`src/rtl/cordic_z_pipe.sv`:
```
// Fully pipelined CORDIC angle (Z) channel: STAGES micro-rotation stages with
// elaboration-time arctan constants and per-stage direction export for the XY path.
module cordic_z_pipe #(
  parameter int unsigned WIDTH  = 16,
  parameter int unsigned STAGES = 16
) (
  input  logic              Clk,
  input  logic              Reset,
  input  logic              Enable,
  input  logic              Valid_i,
  input  logic              Mode_i,
  input  logic [WIDTH-1:0]  Z_i,
  input  logic [STAGES-1:0] Dir_i,
  output logic              Valid_o,
  output logic              Mode_o,
  output logic [WIDTH-1:0]  Cordic_z,
  output logic [STAGES-1:0] Dir_o,
  output logic              Busy
);

  localparam int unsigned FRAC   = 62 - WIDTH;
  localparam logic [63:0] PI_Q61 = 64'h6487_ED51_10B4_611A;

  // round(atan(2^-k)/pi * 2^(WIDTH-1)) via a fixed-point Taylor series in Q(FRAC).
  function automatic logic [WIDTH-1:0] atan_const(input int unsigned k);
    logic [63:0] acc;
    logic [63:0] term;
    logic [63:0] q;
    int          sh;
    acc = '0;
    if (k == 0) begin
      q = 64'd1 << (WIDTH - 3);
    end else begin
      for (int n = 1; n < 64; n += 2) begin
        sh = int'(FRAC) - int'(k) * n;
        if (sh >= 0) begin
          term = (64'd1 << sh) / 64'(n);
          if ((n % 4) == 1) acc = acc + term;
          else              acc = acc - term;
        end
      end
      q = (((acc << WIDTH) / (PI_Q61 >> (WIDTH - 1))) + 64'd1) >> 1;
    end
    return WIDTH'(q);
  endfunction

  logic [STAGES-1:0] valid_vec;

  for (genvar k = 0; k < STAGES; k++) begin : g_stage
    localparam logic [WIDTH-1:0] ATAN_K = atan_const(k);

    logic [WIDTH-1:0] z_in;
    logic [WIDTH-1:0] z_d;
    logic [WIDTH-1:0] z_q;
    logic             mode_in;
    logic             valid_in;
    logic             dir_c;
    logic             mode_q;
    logic             valid_q;

    if (k == 0) begin : g_head
      assign z_in     = Z_i;
      assign mode_in  = Mode_i;
      assign valid_in = Valid_i;
    end else begin : g_link
      assign z_in     = g_stage[k-1].z_q;
      assign mode_in  = g_stage[k-1].mode_q;
      assign valid_in = g_stage[k-1].valid_q;
    end

    // Rotation steers z toward zero; vectoring takes its direction from the XY path.
    always_comb begin
      dir_c = mode_in ? Dir_i[k] : ~z_in[WIDTH-1];
      z_d   = dir_c ? (z_in - ATAN_K) : (z_in + ATAN_K);
    end

    always_ff @(posedge Clk or negedge Reset) begin
      if (!Reset) begin
        z_q     <= '0;
        mode_q  <= 1'b0;
        valid_q <= 1'b0;
      end else if (Enable) begin
        z_q     <= z_d;
        mode_q  <= mode_in;
        valid_q <= valid_in;
      end
    end

    assign Dir_o[k]     = dir_c;
    assign valid_vec[k] = valid_q;
  end

  assign Cordic_z = g_stage[STAGES-1].z_q;
  assign Mode_o   = g_stage[STAGES-1].mode_q;
  assign Valid_o  = g_stage[STAGES-1].valid_q;
  assign Busy     = |valid_vec;

endmodule

```
`config.mk`:
```
export PLATFORM = sky130hd
export DESIGN_NAME = cordic_z_pipe
export DESIGN_NICKNAME = d
export VERILOG_FILES = /design/src/rtl/cordic_z_pipe.sv
export SDC_FILE = /design/constraint.sdc
export NUM_CORES = 1
export LEC_CHECK = 0
export ABC_CLOCK_PERIOD_IN_PS = 10100
export BUFFER_PORTS_ARGS = -buffer_cell sky130_fd_sc_hd__buf_2
export CAP_MARGIN = 20
export CORE_UTILIZATION = 55
export CTS_BUF_LIST = sky130_fd_sc_hd__clkbuf_2
export DETAILED_ROUTE_END_ITERATION = 8
export PLACE_DENSITY = 0.72
export SYNTH_ARGS = -nofsm -noshare
export SYNTH_HDL_FRONTEND = slang
export SYNTH_SLANG_ARGS = --single-unit
```
`constraint.sdc`:
```
create_clock -name Clk -period 10.1 [get_ports Clk]
set_input_delay 3.03 -clock Clk [delete_from_list [all_inputs] [get_ports Clk]]
set_output_delay 3.03 -clock Clk [all_outputs]
set_load 0.005 [all_outputs]
```
==> results of run 1 <==
-- cell families after synthesis --
| kind of cell | Yosys count | synth area share |
|---|---|---|
| AND/OR/NAND/NOR | 586 | 0.135 |
| flip-flops | 288 | 0.344 |
| XOR/XNOR | 198 | 0.0829 |
| buffers and inverters | 206 | 0.0411 |
| adder cells (fa/ha/maj) | 169 | 0.101 |
| AO/OA/AOI/OAI | 610 | 0.196 |
| multiplexers | 185 | 0.0987 |
-- cell usage after synthesis (40+ instances only) --
library cell  instances
ha_1                158
nor2_1              186
clkbuf_1             81
nor3_1               49
nand2_1             142
inv_1                81
xor2_1               50
a31oi_1              40
a21oi_1             191
mux2_2              170
a21o_1               41
xnor2_1             148
o21ai_0              93
dfrtp_1             288
-- worst reg2reg max path, cell delays in order, from the launching register on --
cell      delay, ns
dfrtp_1        0.45
and2_1         0.21
nor2_1         0.68
inv_1          0.42
ha_1           0.48
o31a_1         0.13
o41ai_1        0.35
a21boi_1       0.22
o41ai_1        0.28
o21ai_0        0.20
a31oi_1        0.24
mux2i_1        0.22
o22ai_1        0.10
-- stage by stage --
step,instance area [sq um],instances,util
after floorplan,20900,2242,-
final,22200,2855,0.591
after global placement,21500,2715,0.571
after CTS,22200,2852,0.590
after global routing,22200,2854,0.591
after detailed placement,21500,2715,0.571
-- sequential cells by signal, indices dropped and copies added (netlist names) --
register          flops
g_stage.valid_q      14
g_stage.valid_in      1
g_stage.mode_in       1
g_stage.z_q         224
Valid_o               1
g_stage.mode_q       14
Mode_o                1
g_stage.z_in         16
Cordic_z             16
-- area by class of cell --
cell class,instances,area [sq um],area share
Timing Repair Buffer,80,463,0.0209
Antenna cell,2,5.00,0.000225
Multi-Input combinational cell,1748,12900,0.579
Tap cell,511,639,0.0288
Sequential cell,288,7210,0.325
Clock inverter,27,143,0.00643
Inverter,89,337,0.0152
Clock buffer,110,551,0.0248
-- how the worst max path moves through the flow --
stage,startpoint,to,slack [ns],depth (start not counted)
floorplan,Dir_i[5],Dir_o[5],3.21,5
global placement,Dir_i[3],Dir_o[3],2.42,5
detailed placement,Dir_i[3],Dir_o[3],2.33,5
CTS,Dir_i[3],Dir_o[3],2.31,5
global route,Dir_i[3],Dir_o[3],2.15,5
finish,Dir_i[3],Dir_o[3],2.34,5
-- metal layers --
layer,up-vias,track usage
li1,8301,-
met1,8026,0.310
met2,333,0.401
met3,107,0.0528
met4,2,0.0867
met5,-,0
==> flow_metrics.py, run 1 <==
metrics = {
    "outcome": {
        "status": "completed",
    },
    "floorplan": {
        "io_pins": 72,
        "die_w_um": 197,
        "core_sq_mm": 0.0376,
        "initial_utilization": 0.557,
        "rows": 71,
        "die_area_sq_mm": 0.0388,
        "fp.dieH_um": 197,
    },
    "grt": {
        "grt-ovfl-total": 0,
        "grt_first_pass_wirelength_um": 78200,
        "first_global_vias": 16700,
        "grt_max_degree": 99,
        "grtUsageTotal": 0.242,
        "antenna_found_initial": 3,
    },
    "timing": {
        "fin_crit_sh": 0.769,
        "slew_headroom": 0.314,
        "fin_ws_ns": 2.34,
        "setup_viol": 0,
        "tightest_slew_ns": 1.03,
        "fin_skew_ns": 0.0751,
        "fin_setup_tns_ns": 0,
        "rsz0062_at_grt": "false",
        "fin_crit_ns": 7.76,
        "finalHoldViolations": 0,
        "hold-worst-slack_ns": 0.497,
        "slew_viol_final": 0,
        "max_freq_ghz": 0.129,
    },
    "logic_synthesis": {
        "synth_area_leader_cell": "dfrtp_1",
        "syn_area_sq_mm": 0.0209,
        "synth.avg_cell_area_sq_um": 9.33,
        "synth_cell_type_count": 95,
        "synthCells": 2242,
        "synth_edf_count": 0,
        "synthTopCellsByArea": "dfrtp_1 (34%), ha_1 (9.4%), mux2_2 (9.2%)",
        "synth_top_flop_cell": "dfrtp_1",
        "syn-num-nets": 2440,
        "async_flop_share": 1.00,
        "yosysWarnings": 0,
        "ys_seq_area_frac": 0.344,
        "ys_seq_elements": 288,
        "synth_top_area_frac": 0.344,
    },
    "setup_path": {
        "end_kind": "output port",
        "regToRegSetupSlack_ns": 5.96,
        "r2r_start": "g_stage[2].mode_q",
        "crit_type": "primary input to output port",
        "cp.required_ns": 7.07,
        "cp_top_family": "buffers and inverters",
        "critPathMaxStageDelay_ns": 0.68,
        "r2r-end": "g_stage[3].z_q[14]",
        "worstPathArrival_ns": 4.73,
        "crit_fanout": 14,
        "setup.worst_path.start_class": "primary input",
        "crit_path_top_delay_cell": "nor2_1",
        "worstRegToRegCells": 12,
        "cp_cell_sequence": "buf_2 > and2_1 > nor2_1 > clkinv_1 > buf_2",
        "cp_num_buf_inv": 3,
        "crit_path_frequent_cell": "buf_2",
    },
    "final_layout": {
        "mostFrequentLayoutCell": "dfrtp_1",
        "fillers": 3311,
        "layout_common_cells": "dfrtp_1 (288), a21oi_1 (191), nor2_1 (186)",
        "area_growth_pct": 6.10,
        "nets": 2485,
        "drive_gt1_frac": 0.183,
    },
    "hold_path": {
        "hold_depth": 2,
        "holdPathEnd": "g_stage[8].z_q[0]",
        "hold_class": "register to register",
        "hp-start": "g_stage[8].z_q[0]",
    },
    "routing": {
        "drt-wirelength-per-cell_um": 16.0,
        "drt_iter0_drc": 891,
        "routed.top_layer": "met5",
        "drc": 0,
        "ant_nets": 0,
        "dr_wl_met3_um": 2050,
        "wl_um": 45500,
        "drtPass1Iterations": 5,
        "dr_wl_met2_um": 21400,
        "viasPerCell": 5.87,
        "wl_met1_um": 20900,
        "num_vias": 16800,
    },
    "clock_network": {
        "cts_tree": "done",
        "cts_buffer_depth": 3,
        "cts_max_level": 3,
        "clock-sinks": 288,
        "cts_resized": 0,
        "clk_latency_ns": 1.02,
        "ctsHoldBuffers": 0,
        "cts_made_buffers": 80,
        "root_buffer": "clkbuf_2",
        "post-cts-setup-buffers": 0,
        "path_clk_slew_ns": 0.09,
    },
    "flow_run": {
        "max_cap_viol_count": 0,
    },
    "place": {
        "io_buffers": 71,
        "post-place-ws_ns": 2.33,
        "dp_hpwl_um": 32100,
        "place.gp.congestion": 0.848,
    },
}
Power of run 1 is left out: the tool's default activity adds up to more than one toggle a clock period on the data nets, which glitch-free logic cannot reach.
==> inputs of run 2 (changes only) <==
--- a/config.mk
+++ b/config.mk
@@ -5,7 +5,7 @@
 export SDC_FILE = /design/constraint.sdc
 export NUM_CORES = 1
 export LEC_CHECK = 0
-export ABC_CLOCK_PERIOD_IN_PS = 10100
+export ABC_CLOCK_PERIOD_IN_PS = 7300
 export BUFFER_PORTS_ARGS = -buffer_cell sky130_fd_sc_hd__buf_2
 export CAP_MARGIN = 20
 export CORE_UTILIZATION = 55
==> constraint.sdc (replaced) <==
create_clock -name Clk -period 7.3 [get_ports Clk]
set_input_delay 2.19 -clock Clk [delete_from_list [all_inputs] [get_ports Clk]]
set_output_delay 2.19 -clock Clk [all_outputs]
set_load 0.005 [all_outputs]
==> run 2 against run 1 <==
Net effect: cell area grew 0.16%; highest routed layer unchanged; routed wire length shrank 1.5%; die area unchanged.
==> flow_metrics.py, run 2 (synthesized netlist as in run 1, its figures left out) <==
metrics = {
    "routing": {
        "drtPass1Iterations": 5,
        "wl_um": 44900,
        "viasPerCell": 5.82,
        "ant_nets": 0,
        "num_vias": 16700,
        "drc": 0,
        "drt_iter0_drc": 800,
        "drt-wirelength-per-cell_um": 15.7,
    },
    "hold_path": {
        "hold_depth": 1,
        "holdPathEnd": "Cordic_z[1]",
        "hold_class": "register to register",
        "hp-start": "g_stage[14].z_q[1]",
    },
    "final_layout": {
        "largest_reg_flops": 224,
        "drive_gt1_frac": 0.181,
        "regMostFlops": "g_stage.z_q",
        "mostFrequentLayoutCell": "dfrtp_1",
        "area_growth_pct": 6.27,
        "nets": 2485,
        "layout_common_cells": "dfrtp_1 (288), a21oi_1 (191), nor2_1 (186)",
        "fillers": 3327,
    },
    "floorplan": {
        "die_w_um": 197,
        "initial_utilization": 0.557,
        "fp.dieH_um": 197,
        "io_pins": 72,
        "die_area_sq_mm": 0.0388,
        "core_sq_mm": 0.0376,
        "rows": 71,
    },
    "clock_network": {
        "cts_buffer_depth": 3,
        "root_buffer": "clkbuf_2",
        "cts_made_buffers": 81,
        "path_clk_slew_ns": 0.10,
        "cts_max_level": 3,
        "clk_latency_ns": 0.98,
        "post-cts-setup-buffers": 0,
        "clock-sinks": 288,
        "cts_resized": 0,
        "ctsHoldBuffers": 0,
        "cts_tree": "done",
    },
    "outcome": {
        "status": "completed",
    },
    "setup_path": {
        "crit_path_top_delay_cell": "clkinv_1",
        "worstPathArrival_ns": 3.38,
        "worstRegToRegCells": 12,
        "setup.worst_path.start_class": "primary input",
        "r2r-end": "g_stage[5].z_q[12]",
        "critPathMaxStageDelay_ns": 0.36,
        "cp_num_buf_inv": 3,
        "cp_top_family": "buffers and inverters",
        "r2r_start": "g_stage[4].mode_q",
        "cp_cell_sequence": "buf_2 > nand2b_1 > nand2_2 > clkinv_1 > buf_2",
        "crit_fanout": 18,
        "regToRegSetupSlack_ns": 3.69,
        "crit_type": "primary input to output port",
        "end_kind": "output port",
        "crit_path_frequent_cell": "buf_2",
        "cp.required_ns": 5.11,
    },
    "timing": {
        "slew_headroom": 0.363,
        "fin_skew_ns": 0.0767,
        "fin_setup_tns_ns": 0,
        "setup_viol": 0,
        "max_freq_ghz": 0.179,
        "tightest_slew_ns": 0.956,
        "fin_crit_sh": 0.764,
        "fin_crit_ns": 5.57,
        "rsz0062_at_grt": "false",
        "finalHoldViolations": 0,
        "slew_viol_final": 0,
    },
    "grt": {
        "first_global_vias": 16400,
        "antenna_found_initial": 2,
        "grt-ovfl-total": 0,
        "grt_first_pass_wirelength_um": 76800,
        "grt_max_degree": 176,
        "grtUsageTotal": 0.236,
    },
    "place": {
        "io_buffers": 71,
        "place.gp.congestion": 0.888,
        "dp_hpwl_um": 31500,
    },
    "flow_run": {
        "max_cap_viol_count": 0,
    },
}
==> run 2: routing by layer <==
| layer | global-route usage | part of all wire | routed length (um) |
|---|---|---|---|
| met1 | 0.310 | 0.46 | 20800 |
| met2 | 0.386 | 0.46 | 20700 |
| met3 | 0.0464 | 0.045 | 2010 |
| met4 | 0.0884 | 0.029 | 1320 |
| met5 | 0 | 0.00025 | 11 |
==> run 2: worst max-delay path by stage <==
stage          endpoint  cells after the start     start
2_1_floorplan  Dir_o[5]                      5  Dir_i[5]
3_3_place_gp   Dir_o[1]                      5  Dir_i[1]
3_5_place_dp   Dir_o[1]                      5  Dir_i[1]
4_1_cts        Dir_o[1]                      5  Dir_i[1]
5_1_grt        Dir_o[1]                      5  Dir_i[1]
6_report       Dir_o[1]                      5  Dir_i[1]
==> run 2: metrics by stage <==
| stage | hold WS, ns | setup WS (ns) | util | cells | instance area (sq um) |
|---|---|---|---|---|---|
| 6_report | 0.465 | 1.73 | 0.592 | 2863 | 22200 |
| 3_3_place_gp | 0.464 | 1.78 | 0.572 | 2715 | 21500 |
| 2_1_floorplan | 0.448 | 2.09 | - | 2242 | 20900 |
| 4_1_cts | 0.452 | 1.76 | 0.591 | 2861 | 22200 |
| 3_5_place_dp | 0.475 | 1.77 | 0.572 | 2715 | 21500 |
| 5_1_grt | 0.504 | 1.63 | 0.592 | 2863 | 22200 |
==> run 2: cell type report <==
cell class                      instances  area (sq um)  share of cell area
Inverter                               89           337              0.0151
Antenna cell                            2          5.00            0.000225
Tap cell                              511           639              0.0288
Clock buffer                          109           546              0.0245
Multi-Input combinational cell       1748         12900               0.578
Sequential cell                       288          7210               0.324
Clock inverter                         37           185             0.00833
Timing Repair Buffer                   79           460              0.0207
Power of run 2 is left out for the same reason.
==> inputs of run 3 (changes only) <==
--- a/config.mk
+++ b/config.mk
@@ -5,13 +5,13 @@
 export SDC_FILE = /design/constraint.sdc
 export NUM_CORES = 1
 export LEC_CHECK = 0
-export ABC_CLOCK_PERIOD_IN_PS = 7300
+export ABC_CLOCK_PERIOD_IN_PS = 4740
 export BUFFER_PORTS_ARGS = -buffer_cell sky130_fd_sc_hd__buf_2
 export CAP_MARGIN = 20
 export CORE_UTILIZATION = 55
 export CTS_BUF_LIST = sky130_fd_sc_hd__clkbuf_2
 export DETAILED_ROUTE_END_ITERATION = 8
-export PLACE_DENSITY = 0.72
+export PLACE_DENSITY = 0.75
 export SYNTH_ARGS = -nofsm -noshare
 export SYNTH_HDL_FRONTEND = slang
 export SYNTH_SLANG_ARGS = --single-unit
==> constraint.sdc (replaced) <==
create_clock -name Clk -period 4.74 [get_ports Clk]
set_input_delay 1.422 -clock Clk [delete_from_list [all_inputs] [get_ports Clk]]
set_output_delay 1.422 -clock Clk [all_outputs]
set_load 0.005 [all_outputs]
==> run 3 against run 2 <==
Net effect: cell area is 0.68% higher; cell count increased by 0.56%; utilization increased by 0.40 points; critical path depth grew 1; clock-buffer cell count increased by 7; sequential cell count unchanged; routed wire length increased by 1.5%; hold slack gained 0.020 ns; critical path type unchanged; die area is the same; via count is 0.52% higher; largest cell class unchanged.
==> flow_metrics.py, run 3 (synthesized netlist as in run 1, its figures left out) <==
metrics = {
    "outcome": {
        "status": "completed",
    },
    "final_layout": {
        "layout_common_cells": "dfrtp_1 (288), a21oi_1 (191), nor2_1 (186)",
        "largest_reg_flops": 224,
        "regMostFlops": "g_stage.z_q",
        "fin_cells": 2879,
        "area_growth_pct": 6.99,
        "mostFrequentLayoutCell": "dfrtp_1",
        "nets": 2499,
        "drive_gt1_frac": 0.188,
    },
    "routing": {
        "drt_iter0_drc": 990,
        "viasPerCell": 5.82,
        "drc": 0,
        "num_vias": 16800,
        "wl_um": 45500,
        "drt-wirelength-per-cell_um": 15.8,
        "ant_nets": 0,
        "drtPass1Iterations": 5,
    },
    "timing": {
        "slew_viol_final": 0,
        "fin_crit_ns": 4.02,
        "fin_crit_sh": 0.848,
        "fin_skew_ns": 0.0721,
        "tightest_slew_ns": 1.22,
        "slew_headroom": 0.189,
        "max_freq_ghz": 0.249,
        "fin_setup_tns_ns": 0,
        "finalHoldViolations": 0,
        "setup_viol": 0,
        "rsz0062_at_grt": "false",
        "fin_ws_ns": 0.719,
    },
    "setup_path": {
        "setup.worst_path.start_class": "primary input",
        "cp_top_family": "buffers and inverters",
        "critPathMaxStageDelay_ns": 0.29,
        "crit_path_top_delay_cell": "clkinv_1",
        "regToRegSetupSlack_ns": 1.34,
        "worstPathArrival_ns": 2.60,
        "crit_fanout": 14,
        "end_kind": "output port",
        "cp_num_buf_inv": 4,
        "crit_type": "primary input to output port",
        "cp_cell_sequence": "buf_2 > nand2b_1 > nand2_2 > buf_4 > clkinv_1 > buf_2",
        "crit_path_frequent_cell": "buf_2",
        "cp.required_ns": 3.32,
    },
    "floorplan": {
        "io_pins": 72,
        "initial_utilization": 0.557,
        "die_w_um": 197,
        "rows": 71,
        "core_sq_mm": 0.0376,
        "die_area_sq_mm": 0.0388,
        "fp.dieH_um": 197,
    },
    "clock_network": {
        "cts_tree": "done",
        "cts_made_buffers": 81,
        "path_clk_slew_ns": 0.08,
        "cts_buffer_depth": 3,
        "cts_resized": 0,
        "cts_max_level": 3,
        "root_buffer": "clkbuf_2",
        "clk_latency_ns": 0.96,
        "ctsHoldBuffers": 0,
        "post-cts-setup-buffers": 0,
        "clock-sinks": 288,
    },
    "grt": {
        "first_global_vias": 16700,
        "grt_max_degree": 239,
        "antenna_found_initial": 1,
        "grtUsageTotal": 0.243,
        "grt-ovfl-total": 0,
        "grt_first_pass_wirelength_um": 78500,
    },
    "hold_path": {
        "hold_class": "register to register",
    },
    "place": {
        "dp.cells": 2729,
        "io_buffers": 71,
        "dp_hpwl_um": 32000,
        "place.gp.congestion": 0.865,
        "post-place-ws_ns": 0.357,
    },
    "flow_run": {
        "max_cap_viol_count": 0,
    },
}
[run 3: changes by cell type in the layout (fill, tap and decap cells not counted)]
cell      delta
clkinv_1     -3
clkinv_4     -2
buf_12       +3
inv_2        +1
buf_4       +11
clkbuf_2     +7
diode_2      -1
[run 3: routing by layer]
layer  track usage  vias up  part of all wire
li1              -     8325                 -
met4        0.0858        0             0.028
met1         0.315     7990              0.46
met5             0        -                 0
met2         0.403      340              0.47
met3        0.0463      101             0.041
[run 3: area by class of cell]
class | instances | area, sq um
fillers | 3269 | 15200
multi-input cells | 1748 | 12900
flip-flops and latches | 288 | 7210
well taps | 511 | 639
repair buffers | 93 | 603
clock buffers | 116 | 581
inverters | 89 | 337
clock inverters | 33 | 160
diodes | 1 | 2.50
[run 3: metrics by stage]
step | util | instance area [sq um] | hold WS, ns
after floorplan | - | 20900 | 0.448
after global placement | 0.576 | 21600 | 0.466
after detailed placement | 0.576 | 21600 | 0.471
after CTS | 0.596 | 22400 | 0.483
after global routing | 0.596 | 22400 | 0.518
final | 0.596 | 22400 | 0.485
[run 3: path summary, 6_finish.rpt]
path                                    from                   end  cells past startpoint
setup / recovery                    Dir_i[1]              Dir_o[1]                      6
hold / removal             g_stage[4].z_q[0]     g_stage[4].z_q[0]                      2
setup reg to reg           g_stage[7].mode_q    g_stage[8].z_q[10]                     12
hold reg to reg            g_stage[4].z_q[0]     g_stage[4].z_q[0]                      2
max in group asynchronous              Reset  g_stage[10].z_in[13]                      2
min in group asynchronous              Reset     g_stage[5].z_q[0]                      1
[run 3: tightest hold or removal path, delay by kind of cell (launching register included)]
kind | cells | cell delay (ns)
compound gates | 1 | 0.06
flops | 1 | 0.35
simple gates | 1 | 0.05
Power of run 3 is left out for the same reason.
